<file path="src/rtl/rule_install_ctrl_pkg.sv">
// Shared types and default sizing for the rule install controller.
// Holds the install FSM state encoding and the default table geometry.
package rule_install_ctrl_pkg;

   localparam int DEF_ENTRIES  = 16;
   localparam int DEF_KEY_W    = 128;
   localparam int DEF_ACTION_W = 64;

   typedef enum logic [2:0] {
      IDLE    = 3'd0,
      HOLD    = 3'd1,
      WR_ACT  = 3'd2,
      WR_KEY  = 3'd3,
      WR_MASK = 3'd4,
      DONE    = 3'd5
   } state_t;

endpackage

</file>
<file path="src/rtl/rule_install_ctrl_if.sv">
// Install request channel: one instance per requester.
// valid/ready: a transfer happens in a cycle where both are high; the requester
// keeps valid and the payload (addr/key/mask/action) stable until that cycle.
interface rule_install_ctrl_if
   import rule_install_ctrl_pkg::*;
#(
   parameter int ADDR_W   = $clog2(DEF_ENTRIES),
   parameter int KEY_W    = DEF_KEY_W,
   parameter int ACTION_W = DEF_ACTION_W
);
   logic                valid;
   logic                ready;
   logic [ADDR_W-1:0]   addr;
   logic [KEY_W-1:0]    key;
   logic [KEY_W-1:0]    mask;
   logic [ACTION_W-1:0] action;

   modport master (output valid, output addr, output key, output mask, output action,
                   input ready);
   modport slave  (input valid, input addr, input key, input mask, input action,
                   output ready);
endinterface

</file>
<file path="src/rtl/rule_install_ctrl_arb.sv">
// Two-requester arbiter with one-hot grant. Round-robin when RULE_INSTALL_RR_EN
// is defined, otherwise fixed priority with requester 0 winning ties.
module rule_install_arb (
   input  logic       clk,
   input  logic       rst_n,
   input  logic [1:0] req,
   input  logic       accept,
   output logic [1:0] grant
);
`ifdef RULE_INSTALL_RR_EN
   // ptr names the requester favoured on the next tie
   logic ptr;

   always_ff @(posedge clk) begin
      if (!rst_n) begin
         ptr <= 1'b0;
      end else if (accept) begin
         ptr <= ~grant[1];
      end
   end

   always_comb begin
      grant = req;
      if (req == 2'b11) begin
         grant = ptr ? 2'b10 : 2'b01;
      end
   end
`else
   logic unused_ok;
   assign unused_ok = &{1'b0, clk, rst_n, accept};

   always_comb begin
      grant = {req[1] & ~req[0], req[0]};
   end
`endif
endmodule

</file>
<file path="src/rtl/rule_install_ctrl.sv">
// Installs TCAM key/mask and action entries while holding off lookups.
// Arbitration mode is selected by the RULE_INSTALL_RR_EN macro.
module rule_install_ctrl
   import rule_install_ctrl_pkg::*;
#(
   parameter int  ENTRIES  = DEF_ENTRIES,
   parameter int  KEY_W    = DEF_KEY_W,
   parameter int  ACTION_W = DEF_ACTION_W,
   localparam int ADDR_W   = $clog2(ENTRIES)
) (
   input  logic                clk,
   input  logic                rst_n,
   rule_install_ctrl_if.slave  req0,
   rule_install_ctrl_if.slave  req1,
   input  logic                lookup_busy,
   output logic                lookup_hold,
   output logic                tcam_wr_en,
   output logic                tcam_wr_is_mask,
   output logic [ADDR_W-1:0]   tcam_wr_addr,
   output logic [KEY_W-1:0]    tcam_wr_data,
   output logic                action_wr_en,
   output logic [ADDR_W-1:0]   action_wr_addr,
   output logic [ACTION_W-1:0] action_wr_data,
   output logic                install_done,
   output logic                install_src,
   output state_t              state_dbg
);
   state_t              state_q, state_d;
   logic [1:0]          req_vec, grant;
   logic                accept;
   logic                src_q;
   logic [ADDR_W-1:0]   addr_q;
   logic [KEY_W-1:0]    key_q, mask_q;
   logic [ACTION_W-1:0] action_q;

   // Requests are only offered to the arbiter while idle and out of reset
   assign req_vec = (state_q == IDLE && rst_n) ? {req1.valid, req0.valid} : 2'b00;
   assign accept  = |grant;

   rule_install_arb u_arb (
      .clk    (clk),
      .rst_n  (rst_n),
      .req    (req_vec),
      .accept (accept),
      .grant  (grant)
   );

   assign req0.ready = grant[0];
   assign req1.ready = grant[1];

   always_ff @(posedge clk) begin
      if (!rst_n) begin
         src_q    <= 1'b0;
         addr_q   <= '0;
         key_q    <= '0;
         mask_q   <= '0;
         action_q <= '0;
      end else if (accept) begin
         src_q <= grant[1];
         if (grant[1]) begin
            addr_q   <= req1.addr;
            key_q    <= req1.key;
            mask_q   <= req1.mask;
            action_q <= req1.action;
         end else begin
            addr_q   <= req0.addr;
            key_q    <= req0.key;
            mask_q   <= req0.mask;
            action_q <= req0.action;
         end
      end
   end

   always_ff @(posedge clk) begin
      if (!rst_n) begin
         state_q <= IDLE;
      end else begin
         state_q <= state_d;
      end
   end

   // Outputs decode the state register only, so lookup_busy never reaches lookup_hold
   always_comb begin
      state_d         = state_q;
      lookup_hold     = 1'b1;
      action_wr_en    = 1'b0;
      tcam_wr_en      = 1'b0;
      tcam_wr_is_mask = 1'b0;
      install_done    = 1'b0;
      case (state_q)
         IDLE: begin
            lookup_hold = 1'b0;
            if (accept) state_d = HOLD;
         end
         HOLD: begin
            if (!lookup_busy) state_d = WR_ACT;
         end
         WR_ACT: begin
            action_wr_en = 1'b1;
            state_d      = WR_KEY;
         end
         WR_KEY: begin
            tcam_wr_en = 1'b1;
            state_d    = WR_MASK;
         end
         WR_MASK: begin
            tcam_wr_en      = 1'b1;
            tcam_wr_is_mask = 1'b1;
            state_d         = DONE;
         end
         DONE: begin
            install_done = 1'b1;
            state_d      = IDLE;
         end
         default: begin
            state_d = IDLE;
         end
      endcase
   end

   assign tcam_wr_addr   = addr_q;
   assign tcam_wr_data   = tcam_wr_is_mask ? mask_q : key_q;
   assign action_wr_addr = addr_q;
   assign action_wr_data = action_q;
   assign install_src    = src_q;
   assign state_dbg      = state_q;

endmodule

</file>
<file path="src/flat_wrapper.sv">
// flat-port wrapper written by rule: the top's interface ports become plain ports
module rule_install_ctrl_flat import rule_install_ctrl_pkg::*;
#(
   parameter int  ENTRIES  = DEF_ENTRIES,
   parameter int  KEY_W    = DEF_KEY_W,
   parameter int  ACTION_W = DEF_ACTION_W,
   localparam int ADDR_W   = $clog2(ENTRIES)
)
  (clk, rst_n, lookup_busy, lookup_hold, tcam_wr_en, tcam_wr_is_mask, tcam_wr_addr, tcam_wr_data, action_wr_en, action_wr_addr, action_wr_data, install_done, install_src, state_dbg, req0_valid, req0_addr, req0_key, req0_mask, req0_action, req0_ready, req1_valid, req1_addr, req1_key, req1_mask, req1_action, req1_ready);
  rule_install_ctrl_if #(.KEY_W(KEY_W), .ACTION_W(ACTION_W)) req0_i ();
  rule_install_ctrl_if #(.KEY_W(KEY_W), .ACTION_W(ACTION_W)) req1_i ();
  input  logic clk;
  input  logic rst_n;
  input  logic lookup_busy;
  output logic lookup_hold;
  output logic tcam_wr_en;
  output logic tcam_wr_is_mask;
  output logic [ADDR_W-1:0] tcam_wr_addr;
  output logic [KEY_W-1:0] tcam_wr_data;
  output logic action_wr_en;
  output logic [ADDR_W-1:0] action_wr_addr;
  output logic [ACTION_W-1:0] action_wr_data;
  output logic install_done;
  output logic install_src;
  output state_t state_dbg;
  input wire logic [$bits(req0_i.valid)-1:0] req0_valid;
  input wire logic [$bits(req0_i.addr)-1:0] req0_addr;
  input wire logic [$bits(req0_i.key)-1:0] req0_key;
  input wire logic [$bits(req0_i.mask)-1:0] req0_mask;
  input wire logic [$bits(req0_i.action)-1:0] req0_action;
  output wire logic [$bits(req0_i.ready)-1:0] req0_ready;
  input wire logic [$bits(req1_i.valid)-1:0] req1_valid;
  input wire logic [$bits(req1_i.addr)-1:0] req1_addr;
  input wire logic [$bits(req1_i.key)-1:0] req1_key;
  input wire logic [$bits(req1_i.mask)-1:0] req1_mask;
  input wire logic [$bits(req1_i.action)-1:0] req1_action;
  output wire logic [$bits(req1_i.ready)-1:0] req1_ready;
  assign req0_i.valid = req0_valid;
  assign req0_i.addr = req0_addr;
  assign req0_i.key = req0_key;
  assign req0_i.mask = req0_mask;
  assign req0_i.action = req0_action;
  assign req0_ready = req0_i.ready;
  assign req1_i.valid = req1_valid;
  assign req1_i.addr = req1_addr;
  assign req1_i.key = req1_key;
  assign req1_i.mask = req1_mask;
  assign req1_i.action = req1_action;
  assign req1_ready = req1_i.ready;
  rule_install_ctrl #(.ENTRIES(ENTRIES), .KEY_W(KEY_W), .ACTION_W(ACTION_W)) u_core (.clk(clk), .rst_n(rst_n), .req0(req0_i), .req1(req1_i), .lookup_busy(lookup_busy), .lookup_hold(lookup_hold), .tcam_wr_en(tcam_wr_en), .tcam_wr_is_mask(tcam_wr_is_mask), .tcam_wr_addr(tcam_wr_addr), .tcam_wr_data(tcam_wr_data), .action_wr_en(action_wr_en), .action_wr_addr(action_wr_addr), .action_wr_data(action_wr_data), .install_done(install_done), .install_src(install_src), .state_dbg(state_dbg));
endmodule
</file>
<file path="config.mk">
export PLATFORM = sky130hd
export DESIGN_NAME = rule_install_ctrl_flat
export DESIGN_NICKNAME = d
export VERILOG_FILES = /design/src/rtl/rule_install_ctrl_pkg.sv /design/src/rtl/rule_install_ctrl_if.sv /design/src/rtl/rule_install_ctrl_arb.sv /design/src/rtl/rule_install_ctrl.sv /design/src/flat_wrapper.sv
export SDC_FILE = /design/constraint.sdc
export NUM_CORES = 1
export LEC_CHECK = 0
export CORE_AREA = 2 2 338 340
export CTS_CLUSTER_SIZE = 16
export DETAILED_ROUTE_END_ITERATION = 7
export DIE_AREA = 0 0 340 342
export GPL_TIMING_DRIVEN = 0
export PLACE_DENSITY = 0.36
export SLEW_MARGIN = 20
export SYNTH_ARGS = -nofsm -noshare
export SYNTH_HDL_FRONTEND = slang
export SYNTH_SLANG_ARGS = --single-unit
</file>
<file path="constraint.sdc">
create_clock -name clk -period 1.8 [get_ports clk]
set_clock_uncertainty 0.05 [all_clocks]
set_input_delay 0.45 -clock clk [delete_from_list [all_inputs] [get_ports clk]]
set_output_delay 0.45 -clock clk [all_outputs]
set_load 0.01 [all_outputs]
</file>
# After elaboration in Yosys (flattened, before gate mapping)
# Index checks and enable logic that the tools add are counted.
[word_totals] reg_bits=328 latch_bits=0 mem_bits_rw=0 rom_bits=0 inputBits=653 out_inout_bits=211 wordCells=34 mem_count=0
[op_classes] n_addsub=0 multipliers=0 div=0 n_lt_le_gt_ge=0 n_eq_ne=7 n_shift=0 mux=14 bitwise=2 n_reduce_logical=5
[op_table] op="$mux W128" count=3
[op_table] op="$mux W64" count=1
[op_table] op="$pmux W3 S5" count=1
[op_table] op="$eq A3 B2 Y1 const B" count=2
[op_table] op="$eq A3 B3 Y1 const B" count=2
[op_table] op="$mux W3" count=2
[op_table] op="$mux W1" count=5
[op_table] op="$mux W4" count=1
[op_table] op="$reduce_or A2 Y1" count=2
[op_table] op="$eq A3 B1 Y1 const B" count=1
[op_table] op="$logic_not A3 Y1" count=1
[op_table] op="$mux W2" count=1
[op_table] op="$ne A2 B1 Y1 const B" count=1
[op_table] op="$ne A2 B2 Y1 const B" count=1
[op_table] op="$reduce_and A2 Y1" count=1
[op_table] op="$and A1 B1 Y1" count=1
[op_table] op="$logic_and A1 B1 Y1" count=1
[op_table] op="$not A1 Y1" count=1

# Depth between registers and ports, before layout
[depth] word_depth=8 ltp_mapped=7 depth_no_buf=4

# By module
# Synthesis repeated with hierarchy kept, for this count alone.
[hier_totals] hier_cells=1940 area_unflattened_um2=17092.6
[modules_own_cells] mod="rule_install_ctrl" instances=1 cells_per_inst=1938 area_each_um2=17071.4 seq_area_each_um2=6566.3
[modules_own_cells] mod="rule_install_arb" instances=1 cells_per_inst=2 area_each_um2=21.3 seq_area_each_um2=0.0

# Least setup slack after synthesis
# Ideal clock, no wire load.
[synth_timing] path_kind="register -> output" startpoint="reg u_core.state_q[2] (netlist: u_core.state_dbg[2])" endpoint="out tcam_wr_data[10]" arrival_ns=1.556 path_slack_ns=-0.256 stages_incl_launch_ff=5 cell_sequence="dfxtp_1 nor3b_2 buf_2 buf_4 mux2_1"
[synth_via] elab_chain_cells=3
[synth_lines] item="start: declaration" line_no="rule_install_ctrl.sv:28" rtl="state_t state_q, state_d;"
[synth_lines] item="start signal: assignment" line_no="rule_install_ctrl.sv:78" rtl="state_q <= state_d;"
[synth_lines] item="$eq A3 B3 Y1" line_no="rule_install_ctrl.sv:90" rtl="case (state_q)"
[synth_lines] item="$mux W1" line_no="rule_install_ctrl.sv:90"
[synth_lines] item="$mux W128" line_no="rule_install_ctrl.sv:122" rtl="assign tcam_wr_data = tcam_wr_is_mask ? mask_q : key_q;"
[synth_lines] item="end: declaration" line_no="flat_wrapper.sv:19" rtl="output logic [KEY_W-1:0] tcam_wr_data;"
# No other way between the ends.

# Final worst setup path
[layout_timing] startpoint="reg u_core.state_q[1] (netlist: u_core.state_dbg[1])" endpoint="out tcam_wr_data[13]"
# The elaborated chain is that of the path after synthesis.

==> out/qor_table.md <==
| Step | Metric | Reported |
| --- | --- | --- |
| synthesis | Most used standard cell by instance count after synthesis | sky130_fd_sc_hd__dfxtp_1 |
| finish | Finished Layout Cells | 3894 |
| floorplanning | FP Rows | 124 |
| timing | Period utilization | 157% |
| finish | Total of fill cells in the finished design | 11.7k |
| route | Remaining antenna violation count | 0 |
| synthesis | Area share of xor/xnor cells in the synthesized design | 0% |
| global route | Antenna violations before repair | 12 |
| flow run | Number of max-cap violations | 0 |
| critical path | Start-to-end type of the worst setup path | flip-flop to output pin |
| route | 1st-iter DRT viols | 713 |
| global route | Vias in the first global route | 17.9k |
| clock tree | Number of buffers created by CTS | 44 |
| placed design | HPWL Detailed | 84.7 mm |
| global route | First-pass GRT wire length | 145 mm |
| finish | Share of final-layout standard cells stronger than drive strength 1 | 29.8% |
| synthesis | Gate count after technology mapping | 1328 |
| route | Routed metal-1 wire length | 45.3 mm |
| power and ir drop | Worst vdd ir | 0.632 mV |
| timing | Fin worst setup slack | -1.03 ns |
| finish | Area grow syn2layout | 103% |
| finish | Final Util | 27.2% |
| critical path | Worst path arrival time | 2.33 ns |
| synthesis | Largest family of logic cells by synthesized area | compound AO/OA/AOI/OAI gates |
| status | Outcome | finished with violations |
| synthesis | Post-synth top flop | sky130_fd_sc_hd__dfxtp_1 |
| clock tree | Quantity of hold-fixing buffers added after cts | 0 |
| route | Detail-routed via count per cell | 4.32 |
| synthesis | Yosys top cell by area | sky130_fd_sc_hd__dfxtp_1 |
| synthesis | Compound-cell area share of the yosys netlist | 40.1% |
| floorplanning | Core Footprint | 113000 sq um |
| synthesis | Cells taking the most area after synthesis | sky130_fd_sc_hd__dfxtp_1 43%, sky130_fd_sc_hd__o221ai_1 19%, sky130_fd_sc_hd__a2bb2oi_1 15%, sky130_fd_sc_hd__mux2_1 6.7%, sky130_fd_sc_hd__a2bb2oi_2 5.9% |
| synthesis | Share of async-settable or async-resettable flops after synthesis | 0% |
| critical path | Critical path's slowest cell | sky130_fd_sc_hd__dfxtp_2 |
| route | Met3 WL | 7.02 mm |
| synthesis | Share of the yosys chip area belonging to registers | 43.3% |
| critical path | Family with the most delay on the worst path | buffers and inverters |
| status | Violated checks | negative setup slack |
| placed design | Cell Count Post-Placement | 3703 |
| route | Wirelength per Cell | 28.0 microns |
| synthesis | Synthesized-area fraction occupied by adder cells | 0% |
| power and ir drop | Overall Power | 26.8 mW |
| power and ir drop | Pwr dens | 870 nW/um^2 |
| placed design | Routability-driven placement congestion ratio | 0.986 |
| critical path | Required time reported for the critical path endpoint | 1.30 ns |
| clock tree | H-tree depth reported by CTS | 2 |
| power and ir drop | Standby leakage power | 11.2 nW |
| route | Sum of routed wire length over all layers | 109 mm |
| synthesis | Number of storage elements in the synthesis netlist | 328 |
| synthesis | Top cell type's share of synthesized area | 43.3% |
| critical path | CP Buf/Inv Count | 6 |
| floorplanning | Horiz. Die Dim | 340 microns |
| timing | Fin crit period | 2.83 ns |
| clock tree | Clock buffer depth | 3 |
| route | DR vias | 16.8k |
| synthesis | Synthesis warning total | 0 |
| floorplanning | DIE AREA | 116000 sq um |
| synthesis | Cell area after synthesis | 15200 sq um |
| critical path | CP Cell Sequence | buf_8 > nor3b_4 > buf_6 > buf_16 > buf_16 > buf_6 > mux2_4 > buf_6 |
| route | Total met2 wirelength after detailed routing | 53.7 mm |
| route | Highest metal used | met5 |
| synthesis | Share of synthesized area spent on multiplexers | 9.57% |
| clock tree | TritonCTS clock tree | done |
| critical path | Endpoint kind of the worst setup timing path | output pin |
| floorplanning | Starting utilization of the core area | 13.4% |
| critical path | Crit-path most repeated cell | sky130_fd_sc_hd__buf_6 |
| timing | Setup TNS | -259.08 ns |
| global route | Global-route congestion overflow total | 0 |
| route | Residual DRC count | 0 |
| timing | Count of pins over their slew limit | 0 |
| timing | Relative slew slack | 44.2% |
| floorplanning | Number of top-level pins | 864 |
| placed design | Post-placement worst setup slack | -2.05 ns |
| critical path | CP startpoint kind | flip-flop |
| global route | GRT Overall Usage | 17.6% |
| clock tree | Clock Sink Count | 328 |
| timing | Maximum clock frequency | 353 MHz |
| clock tree | Clock latency on the worst-skew pair | 0.59 ns |
| timing | Setup repair after global routing missed its margin | yes |
| placed design | Port buffer count | 862 |
| synthesis | Avg Cell Area, Syn | 11.4 sq um |
| synthesis | Syn Nets | 1981 |
| critical path | Largest fanout of any net on the critical path | 5 |
| finish | Number of nets at the end of the flow | 3005 |
| timing | Worst Max-Slew Pin Slew | 0.837 ns |
| route | Detailed-router iteration count before antenna repair | 5 |
| synthesis | Number of unique standard cell types used by synthesis | 32 |
| timing | Final hold violation count | 0 |
| synthesis | Post-synth EDFFs | 0 |
| global route | Largest net degree at the start of global routing | 12 |
| clock tree | Root buf cell | sky130_fd_sc_hd__clkbuf_16 |
| synthesis | Simple-Gate Fraction of Synth Area | 0.784% |
| floorplanning | Die span in y | 342 microns |
| synthesis | Top cells by instance count after synthesis | 328 x sky130_fd_sc_hd__dfxtp_1, 324 x sky130_fd_sc_hd__o221ai_1, 263 x sky130_fd_sc_hd__a2bb2oi_1 |
| critical path | Worst stage delay on the critical path | 0.33 ns |
| timing | Total of endpoints with negative setup slack in the final report | 535 |
| min path | Class of the worst hold path | input pin to flip-flop |
| clock tree | Reg clk slew, reported paths | 0.06 ns |
[placed cells by master, fill, tap and decap left out, types with 2 or more instances in the layout]
master	count
sky130_fd_sc_hd__nor3b_4	2
sky130_fd_sc_hd__buf_1	5
sky130_fd_sc_hd__buf_6	173
sky130_fd_sc_hd__clkbuf_16	59
sky130_fd_sc_hd__nor3_1	3
sky130_fd_sc_hd__dfxtp_1	325
sky130_fd_sc_hd__o221ai_1	318
sky130_fd_sc_hd__dfxtp_2	2
sky130_fd_sc_hd__clkbuf_1	79
sky130_fd_sc_hd__clkinv_2	8
sky130_fd_sc_hd__a2bb2oi_1	201
sky130_fd_sc_hd__buf_4	44
sky130_fd_sc_hd__clkbuf_4	6
sky130_fd_sc_hd__buf_12	52
sky130_fd_sc_hd__buf_8	23
sky130_fd_sc_hd__clkbuf_2	24
sky130_fd_sc_hd__buf_2	23
sky130_fd_sc_hd__bufinv_16	2
sky130_fd_sc_hd__diode_2	2
sky130_fd_sc_hd__inv_6	2
sky130_fd_sc_hd__mux2_4	120
sky130_fd_sc_hd__a2bb2oi_2	122
sky130_fd_sc_hd__bufbuf_16	3
sky130_fd_sc_hd__clkbuf_8	7
sky130_fd_sc_hd__buf_16	11
sky130_fd_sc_hd__o221ai_2	6
sky130_fd_sc_hd__mux2_2	8
sky130_fd_sc_hd__nand2_8	2
sky130_fd_sc_hd__clkdlybuf4s50_1	726
sky130_fd_sc_hd__nor2_4	3
[sequential cells by signal, summed over array words and instances (netlist names)]
register	cells
u_core.action_wr_addr	4
u_core.action_wr_data	64
u_core.install_src	1
u_core.key_q	128
u_core.mask_q	128
u_core.state_dbg	3
[repair_timing]
action | in CTS | in global routing
endpoints found under the setup margin | 535 | 535
pin swaps | 5 | 5
gates cloned | 18 | 13
gates resized for setup | 921 | 381
buffers inserted | 63 | 39
[report_power, final]
part	internal, mW	switching (mW)
Clock	5.17	3.57
Combinational	5.33	3.62
Sequential	8.28	0.770
[layer usage]
| metal | track usage, % | vias up |
|---|---|---|
| li1 | - | 7697 |
| met1 | 21.3 | 8298 |
| met2 | 31.4 | 707 |
| met3 | 4.01 | 111 |
| met4 | 3.97 | 6 |
| met5 | 0 | - |
[cell type report]
cell class | count | area [sq um] | share of cell area, %
timing repair buffer | 983 | 10700 | 34.7
multi-input combinational | 799 | 8610 | 28.0
sequential | 328 | 6570 | 21.4
tap | 1512 | 1890 | 6.15
buffer | 193 | 1580 | 5.13
clock buffer | 60 | 1260 | 4.11
clock inverter | 14 | 141 | 0.460
inverter | 3 | 23.8 | 0.0773
antenna | 2 | 5.00 | 0.0163
[logic make-up (layout without fill, tap and decap cells)]
family	after synthesis	count (layout)
AOI/OAI and AO/OA	653	653
buffers and inverters	201	1253
DFF	328	328
muxes	129	129
other	0	2
and+or+nand+nor	17	17
[through the flow]
stage	cell area [sq um]	hold WS, ns
final	30700	0.357
after global routing	30700	0.339
after floorplan	15300	0.393
after CTS	29200	0.296
after detailed placement	25800	0.427
after global placement	25800	0.423
[final timing paths]
| kind | from | to | slack (ns) | cells after the start |
|---|---|---|---|---|
| worst max-delay path | u_core.state_dbg[1] | tcam_wr_data[13] | -1.03 | 8 |
| worst min-delay path | req0_valid | u_core.install_src | 0.36 | 2 |
| worst max register to register | u_core.state_dbg[1] | u_core.key_q[20] | -0.47 | 15 |
| worst min register to register | u_core.action_wr_data[11] | u_core.action_wr_data[11] | 0.44 | 1 |
[worst register-to-register path, stage by stage (launching register included)]
cell                        delay, ns
sky130_fd_sc_hd__dfxtp_2         0.33
sky130_fd_sc_hd__buf_8           0.12
sky130_fd_sc_hd__buf_4           0.12
sky130_fd_sc_hd__buf_6           0.11
sky130_fd_sc_hd__buf_12          0.12
sky130_fd_sc_hd__nor3_4          0.15
sky130_fd_sc_hd__buf_6           0.16
sky130_fd_sc_hd__inv_8           0.04
sky130_fd_sc_hd__buf_6           0.12
sky130_fd_sc_hd__nand2_8         0.12
sky130_fd_sc_hd__buf_12          0.14
sky130_fd_sc_hd__buf_16          0.12
sky130_fd_sc_hd__buf_12          0.14
sky130_fd_sc_hd__buf_8           0.13
sky130_fd_sc_hd__clkbuf_16       0.13
sky130_fd_sc_hd__a2bb2oi_1       0.05
No activity file was read; power rests on OpenSTA's default activity.
